==> config.mk <==
export PLATFORM = sky130hd
export DESIGN_NAME = serial_receiver_flat
export DESIGN_NICKNAME = d
export VERILOG_FILES = /design/src/rtl/serial_receiver_pkg.sv /design/src/rtl/serial_receiver_if.sv /design/src/rtl/serial_receiver_fifo.sv /design/src/rtl/serial_receiver.sv /design/src/flat_wrapper.sv
export SDC_FILE = /design/constraint.sdc
export NUM_CORES = 2
export LEC_CHECK = 0
export CAP_MARGIN = 20
export CORE_UTILIZATION = 33
export CTS_CLUSTER_DIAMETER = 60
export DETAILED_ROUTE_END_ITERATION = 8
export DONT_BUFFER_PORTS = 1
export PLACE_DENSITY = 0.5
export SLEW_MARGIN = 15
export SYNTH_ARGS = -nofsm -noshare
export SYNTH_HDL_FRONTEND = slang
export SYNTH_SLANG_ARGS = --single-unit
==> constraint.sdc <==
create_clock -name clk -period 7.9 [get_ports clk]
set_input_delay 1.58 -clock clk [delete_from_list [all_inputs] [get_ports clk]]
set_output_delay 1.58 -clock clk [all_outputs]
set_load 0.02 [all_outputs]
==> src/rtl/serial_receiver_pkg.sv <==
// serial_receiver_pkg: shared 8N1 constants and the one-hot receiver state type.
package serial_receiver_pkg;

    localparam int DATA_BITS = 8;
    localparam int CNT_W     = 9;

    typedef enum logic [4:0] {
        RX_IDLE        = 5'b00001,
        RX_START_CHECK = 5'b00010,
        RX_DATA        = 5'b00100,
        RX_STOP        = 5'b01000,
        RX_BREAK_WAIT  = 5'b10000
    } rx_state_e;

endpackage

==> src/rtl/serial_receiver_if.sv <==
// serial_receiver_if: consumer-side FIFO drain handshake plus error pulses.
interface serial_receiver_if;
    import serial_receiver_pkg::*;

    logic                 rd_en;
    logic [DATA_BITS-1:0] dout;
    logic                 valid;
    logic                 empty;
    logic [CNT_W-1:0]     data_count;
    logic                 framing_err;
    logic                 overrun_err;

    modport master (
        output rd_en,
        input  dout, valid, empty, data_count, framing_err, overrun_err
    );

    modport slave (
        input  rd_en,
        output dout, valid, empty, data_count, framing_err, overrun_err
    );

endinterface

==> src/rtl/serial_receiver_fifo.sv <==
// serial_receiver_fifo: show-ahead synchronous FIFO; valid rises the cycle after a write.
module serial_receiver_fifo #(
    parameter int WIDTH = 8,
    parameter int DEPTH = 512
) (
    input  logic             clk,
    input  logic             srst,
    input  logic             wr_en,
    input  logic [WIDTH-1:0] din,
    input  logic             rd_en,
    output logic [WIDTH-1:0] dout,
    output logic             valid,
    output logic             empty,
    output logic             full,
    output logic [8:0]       data_count
);
    localparam int PW = (DEPTH > 1) ? $clog2(DEPTH) : 1;
    localparam int CW = $clog2(DEPTH + 1);

    logic [WIDTH-1:0] mem [DEPTH];
    logic [PW-1:0]    wr_ptr_q, rd_ptr_q;
    logic [CW-1:0]    count_q;
    logic             do_wr, do_rd;

    assign valid = count_q != '0;
    assign empty = !valid;
    assign full  = count_q == CW'(DEPTH);
    assign dout  = mem[rd_ptr_q];
    // With DEPTH=512 a completely full FIFO reads 0 here; full/empty remain exact.
    assign data_count = 9'(count_q);
    assign do_wr = wr_en && !full;
    assign do_rd = rd_en && valid;

    always_ff @(posedge clk) begin
        if (do_wr) mem[wr_ptr_q] <= din;
    end

    always_ff @(posedge clk) begin
        if (srst) begin
            wr_ptr_q <= '0;
            rd_ptr_q <= '0;
            count_q  <= '0;
        end else begin
            if (do_wr) wr_ptr_q <= (wr_ptr_q == PW'(DEPTH - 1)) ? '0 : wr_ptr_q + 1'b1;
            if (do_rd) rd_ptr_q <= (rd_ptr_q == PW'(DEPTH - 1)) ? '0 : rd_ptr_q + 1'b1;
            count_q <= count_q + CW'(do_wr) - CW'(do_rd);
        end
    end

endmodule

==> src/rtl/serial_receiver.sv <==
// serial_receiver: 8N1 UART receiver oversampling RX on clk and queueing bytes in a FIFO.
module serial_receiver
    import serial_receiver_pkg::*;
#(
    parameter int CLK_IN = 0,
    parameter int BAUD   = 0,
    parameter int DEPTH  = 512
) (
    input  logic              clk,
    input  logic              srst,
    input  logic              RX,
    serial_receiver_if.slave  bus
);
    localparam int          COUNT_FOR_BAUD = CLK_IN / ((BAUD == 0) ? 1 : BAUD);
    localparam logic [15:0] FULL_CNT       = 16'(COUNT_FOR_BAUD);
    localparam logic [15:0] HALF_CNT       = 16'(COUNT_FOR_BAUD / 2);

    rx_state_e            state_q, state_d;
    logic                 rx_meta_q, rx_s_q;
    logic [15:0]          cnt_q, cnt_d;
    logic [2:0]           bit_pos_q, bit_pos_d;
    logic [DATA_BITS-1:0] shift_q, shift_d;
    logic                 wr_q, wr_d;
    logic                 ferr_q, ferr_d;
    logic                 oerr_q, oerr_d;
    logic                 fifo_full;

    always_ff @(posedge clk) begin
        if (srst) begin
            rx_meta_q <= 1'b1;
            rx_s_q    <= 1'b1;
            state_q   <= RX_IDLE;
            cnt_q     <= '0;
            bit_pos_q <= '0;
            shift_q   <= '0;
            wr_q      <= 1'b0;
            ferr_q    <= 1'b0;
            oerr_q    <= 1'b0;
        end else begin
            rx_meta_q <= RX;
            rx_s_q    <= rx_meta_q;
            state_q   <= state_d;
            cnt_q     <= cnt_d;
            bit_pos_q <= bit_pos_d;
            shift_q   <= shift_d;
            wr_q      <= wr_d;
            ferr_q    <= ferr_d;
            oerr_q    <= oerr_d;
        end
    end

    always_comb begin
        state_d   = state_q;
        cnt_d     = cnt_q;
        bit_pos_d = bit_pos_q;
        shift_d   = shift_q;
        wr_d      = 1'b0;
        ferr_d    = 1'b0;
        oerr_d    = 1'b0;
        case (state_q)
            RX_IDLE: begin
                cnt_d   = '0;
                state_d = rx_s_q ? RX_IDLE : RX_START_CHECK;
            end
            RX_START_CHECK: begin
                cnt_d = cnt_q + 16'd1;
                if (cnt_q == HALF_CNT) begin
                    cnt_d     = '0;
                    bit_pos_d = '0;
                    state_d   = rx_s_q ? RX_IDLE : RX_DATA;
                end
            end
            RX_DATA: begin
                cnt_d = cnt_q + 16'd1;
                if (cnt_q == FULL_CNT) begin
                    cnt_d             = '0;
                    shift_d[bit_pos_q] = rx_s_q;
                    bit_pos_d         = bit_pos_q + 3'd1;
                    state_d           = (bit_pos_q == 3'(DATA_BITS - 1)) ? RX_STOP : RX_DATA;
                end
            end
            RX_STOP: begin
                cnt_d = cnt_q + 16'd1;
                // Leaving at mid stop bit lets a back-to-back start edge be seen in IDLE.
                if (cnt_q == FULL_CNT) begin
                    cnt_d   = '0;
                    wr_d    = rx_s_q && !fifo_full;
                    oerr_d  = rx_s_q && fifo_full;
                    ferr_d  = !rx_s_q;
                    state_d = rx_s_q ? RX_IDLE : RX_BREAK_WAIT;
                end
            end
            RX_BREAK_WAIT: state_d = rx_s_q ? RX_IDLE : RX_BREAK_WAIT;
            default:       state_d = RX_IDLE;
        endcase
    end

    assign bus.framing_err = ferr_q;
    assign bus.overrun_err = oerr_q;

    serial_receiver_fifo #(
        .WIDTH (DATA_BITS),
        .DEPTH (DEPTH)
    ) u_fifo (
        .clk        (clk),
        .srst       (srst),
        .wr_en      (wr_q),
        .din        (shift_q),
        .rd_en      (bus.rd_en),
        .dout       (bus.dout),
        .valid      (bus.valid),
        .empty      (bus.empty),
        .full       (fifo_full),
        .data_count (bus.data_count)
    );

endmodule

==> src/flat_wrapper.sv <==
// flat-port wrapper written by rule: the top's interface ports become plain ports
module serial_receiver_flat import serial_receiver_pkg::*;
#(
    parameter int CLK_IN = 0,
    parameter int BAUD   = 0,
    parameter int DEPTH  = 512
)
  (clk, srst, RX, bus_rd_en, bus_dout, bus_valid, bus_empty, bus_data_count, bus_framing_err, bus_overrun_err);
  serial_receiver_if bus_i ();
  input  logic clk;
  input  logic srst;
  input  logic RX;
  input wire logic [$bits(bus_i.rd_en)-1:0] bus_rd_en;
  output wire logic [$bits(bus_i.dout)-1:0] bus_dout;
  output wire logic [$bits(bus_i.valid)-1:0] bus_valid;
  output wire logic [$bits(bus_i.empty)-1:0] bus_empty;
  output wire logic [$bits(bus_i.data_count)-1:0] bus_data_count;
  output wire logic [$bits(bus_i.framing_err)-1:0] bus_framing_err;
  output wire logic [$bits(bus_i.overrun_err)-1:0] bus_overrun_err;
  assign bus_i.rd_en = bus_rd_en;
  assign bus_dout = bus_i.dout;
  assign bus_valid = bus_i.valid;
  assign bus_empty = bus_i.empty;
  assign bus_data_count = bus_i.data_count;
  assign bus_framing_err = bus_i.framing_err;
  assign bus_overrun_err = bus_i.overrun_err;
  serial_receiver #(.CLK_IN(CLK_IN), .BAUD(BAUD), .DEPTH(DEPTH)) u_core (.clk(clk), .srst(srst), .RX(RX), .bus(bus_i));
endmodule
==> summary by stage <==
Critical path
The worst register-to-register path ends at u_core.u_fifo.count_q[9]. STA puts the critical path data required time at 6320 ps. For the worst flop-to-flop path, the logic depth is 16. STA puts the critical path data arrival time at 5950 ps. On the critical path, the stage with the largest delay is an instance of sky130_fd_sc_hd__a311oi_1. The critical path is of the reg -> out type.

The worst setup path is launched from a register. The most critical setup path has its endpoint at bus_dout[3]. The setup check on the worst reg-to-reg path leaves a slack of 3350 ps.

The startpoint identified for the worst register-to-register timing path is u_core.u_fifo.count_q[7]. The largest fanout on the critical path is 25. The library cell appearing most often on the critical path is sky130_fd_sc_hd__buf_4. The type of destination of the critical path is an output pin. The critical path goes through buf_16, buf_12, buf_4, mux4_2, a22o_1, a221oi_1, a22oi_1, a311oi_1, buf_4, a311o_1, o31ai_2, buf_4. On the worst path, the slowest cell contributes a delay of 800 ps.

Floorplanning
In this run the core area contains 257 standard-cell rows. The floorplan step set the die height to 703.2 um. The die span in x is 703.2 um. Pin placement for this block handled 25 I/O pins. The die covers 494500 sq um. The standard cell core area is 489700 sq um. The initial utilization of the core area, before any placement, comes to 33.13%.

Clock network
The library cell used as clock root buffer is sky130_fd_sc_hd__clkbuf_16. After clock tree synthesis, the setup repair step added 0 buffers. The maximum clock path buffer count is 4. The later-pin clock latency in the skew report is 1040 ps. Clock-pin slew was measured on the worst setup and hold paths at 60 ps.

The number of buffers inserted for hold repair after clock tree synthesis is 0. For this design, the sink count on the clock tree is 4170. Once the clock tree was built, the resizer swapped 0 gates to a different size. The TritonCTS clock tree is built. CTS built an H-tree with a depth of 5. Counting the buffers created by CTS gives 442.

Route
After detailed routing, the number of remaining DRC violations is 0. The total number of vias is 80718. For this block, the routed nets add up to 477000 um of wire. In this run the remaining antenna-violating nets after routing total 0.

The iteration-0 DRC count of the detailed router is 9415. The pre-antenna-repair detailed-routing pass consisted of 6 iterations. The detailed-route vias per instance is 5.453.

The average wire length per cell after detail routing is 32.23 um.

Power
In this run the static leakage power is 55.76 nW. For this design the total switching power over the nets is 11.41 mW. The internal power consumption is 37.88 mW.

Of the total power, the share spent switching nets is 23.15%. In this run, flip-flops and latches consume 48.7% of the power. The fraction of power consumed by combinational cells is 9.7%.

The power density normalized to cell area is 266.4 nW/um^2. The share of total power dissipated in the clock network is 41.6%. The maximum ir drop on the vdd rail is 0.2211 mV.

Logic synthesis
The area of the mapped netlist is 162300 sq um. The commonest register cell after synthesis is sky130_fd_sc_hd__edfxtp_1. The synthesized design devotes to its leading area cell type 75.80% of total area. The most common cell in the synthesized netlist is sky130_fd_sc_hd__edfxtp_1.

Synthesis inferred 4170 register bits. Sorting the synthesized cells by area gives the leading types as sky130_fd_sc_hd__edfxtp_1 76%, sky130_fd_sc_hd__mux4_2 14%, sky130_fd_sc_hd__mux2i_1 1.9%. Averaged over all synthesized cells, the footprint is 20.99 sq um. Counting distinct cell types in the post-synthesis netlist gives 71.

Sorting the synthesized cells by how often they occur yields 4096 x sky130_fd_sc_hd__edfxtp_1, 980 x sky130_fd_sc_hd__mux4_2, 671 x sky130_fd_sc_hd__nor2_1, 309 x sky130_fd_sc_hd__mux2i_1, 243 x sky130_fd_sc_hd__clkbuf_1. The number of warnings reported in the yosys synthesis log is 0. The post-synthesis async set-or-reset flop share is 0%. Of all cell types, the one taking the most synthesized area is sky130_fd_sc_hd__edfxtp_1.

In this run, synthesis inferred 4096 flip-flops with an integrated enable. Of the synthesized area, sequential elements account for 76.71%. The post-synthesis instance total is 7732. The number of nets handed over by synthesis was 7763.

Place
The placed standard-cell area is 170800 sq um. The wire-length estimate of the detail-placed layout is 295200 um. The weighted congestion at the end of routability-driven global placement is 0.8185. The number of port buffers is 0.

Global routing
The number of global-route vias before repair is 81628. The pin count of the biggest net entering global routing is 188. The aggregate global-route resource usage is 18.94%. The wire length of the first global-routing pass is 663300 um.

Global routing finished with a remaining overflow of 0. The number of antenna violations at the first check in global routing came to 32.

Finish
The post-route netlist has 24.62% of its cells at a drive strength greater than 1. The area growth from synthesis to layout is 14.02%. After routing the design area is 185000 sq um.

The net count of the finished layout is 7993.

Timing
For the finished layout, the period the worst path requires is 7529 ps. The number of slew-limit violations in the final report is 0. The slew at the pin closest to its max-slew limit is 1399 ps. Dividing the final minimum period by the clock period gives 95.30%. The achievable clock frequency is 132.8 MHz.

Headroom to the max-slew limit came out at 6.751%. The number of hold violations in the final report was 0. The maximum clock skew at final layout is 101.4 ps. The accumulated negative setup slack is 0 ps. Setup violations remaining at the end of the flow were counted as 0.

Setup repair after global routing left no endpoint under its margin.

Flow run
The tool flagged a number of max-cap violations equal to 0.

Hold path
The class of the tightest hold or removal check is reg -> reg.

Run status
The run finished with clean final reports.
power by group through the flow:
stage	registers, mW	clock network (mW)	logic, mW
final	24.0	20.5	4.76
after global routing	24.0	21.6	5.02
after CTS	24.0	20.8	4.84
after detailed placement	24.5	0	4.83
after global placement	24.5	0	4.78
after floorplan	24.4	0	3.46
worst max-delay path: cells and delay by family (launching register included):
kind / cells / cell delay, ps
buf+inv: 5 / 1390
flops: 1 / 630
compound gates: 6 / 2330
mux: 1 / 570
registers in the layout, indices dropped and copies added, names as in the netlist, named ones only:
name	flops
u_core.u_fifo.count_q	10
u_core.bus.overrun_err	1
u_core.rx_meta_q	1
u_core.state_q	5
u_core.u_fifo.rd_ptr_q	9
u_core.bit_pos_q	3
u_core.bus.framing_err	1
u_core.cnt_q	16
u_core.u_fifo.mem	4096
u_core.u_fifo.wr_ptr_q	9
u_core.shift_q	8
u_core.wr_q	1
u_core.rx_s_q	1
through the flow:
| stage | instances | power (mW) | utilization (%) | setup WS (ps) | hold WS (ps) |
|---|---|---|---|---|---|
| global placement | 13980 | 29.29 | 34.85 | 1006 | 407.9 |
| global route | 14797 | 50.66 | 37.78 | 261.7 | 457.2 |
| finish | 14803 | 49.29 | 37.78 | 371.0 | 414.4 |
| floorplan | 7732 | 27.88 | - | 3412 | 389.5 |
| CTS | 14794 | 49.71 | 37.77 | 145.0 | 415.4 |
| detailed placement | 13991 | 29.32 | 34.88 | 1249 | 401.5 |
cell type report:
| type | instances | area [sq um] |
|---|---|---|
| well taps | 6475 | 8102 |
| multi-input cells | 3050 | 35500 |
| clock inverters | 262 | 2559 |
| diodes | 7 | 17.52 |
| clock buffers | 541 | 11590 |
| repair buffers | 272 | 2626 |
| fillers | 44138 | 304700 |
| flip-flops and latches | 4170 | 124500 |
| inverters | 26 | 97.59 |
kinds of logic after synthesis:
logic type,Yosys count,share of synthesized area [%]
buffers and inverters,512,1.701
AOI/OAI and AO/OA,595,2.464
xor gates and xnor gates,22,0.1187
muxes,1362,16.01
DFF,4170,76.71
and+or+nand+nor,1044,2.777
adders and majority gates,27,0.2128
cells in the final DEF (no fill, tap or decap), drive strengths merged, types with 53 or more instances in the layout:
master | synthesis | final
mux2i | 309 | 309
clkbuf | 243 | 542
nand2 | 125 | 125
edfxtp | 4096 | 4096
buf | 243 | 271
a21oi | 98 | 98
o21ai | 116 | 116
dfxtp | 74 | 74
nor2 | 671 | 671
mux2 | 73 | 73
a22oi | 66 | 66
clkinv | 1 | 186
mux4 | 980 | 980
o22ai | 98 | 98
nand3 | 53 | 53
o221ai | 56 | 56
how the worst min path moves through the flow:
stage	start	endpoint	slack, ps	depth (start not counted)
floorplan	u_core.rx_meta_q	u_core.rx_s_q	390	1
CTS	u_core.rx_meta_q	u_core.rx_s_q	420	1
global placement	u_core.rx_meta_q	u_core.rx_s_q	410	1
global route	u_core.rx_meta_q	u_core.rx_s_q	460	1
detailed placement	u_core.rx_meta_q	u_core.rx_s_q	400	1
finish	u_core.rx_meta_q	u_core.rx_s_q	410	1
routing by layer:
metal  part of all wire [%]  vias up  track usage (%)
met3                    7.0      662            2.917
met5                 0.0057        -                0
met2                     48     3204            30.67
met4                    2.6        4            4.659
met1                     43    44196            26.87
li1                       -    32652                -
(Power assumes the default switching activity.)
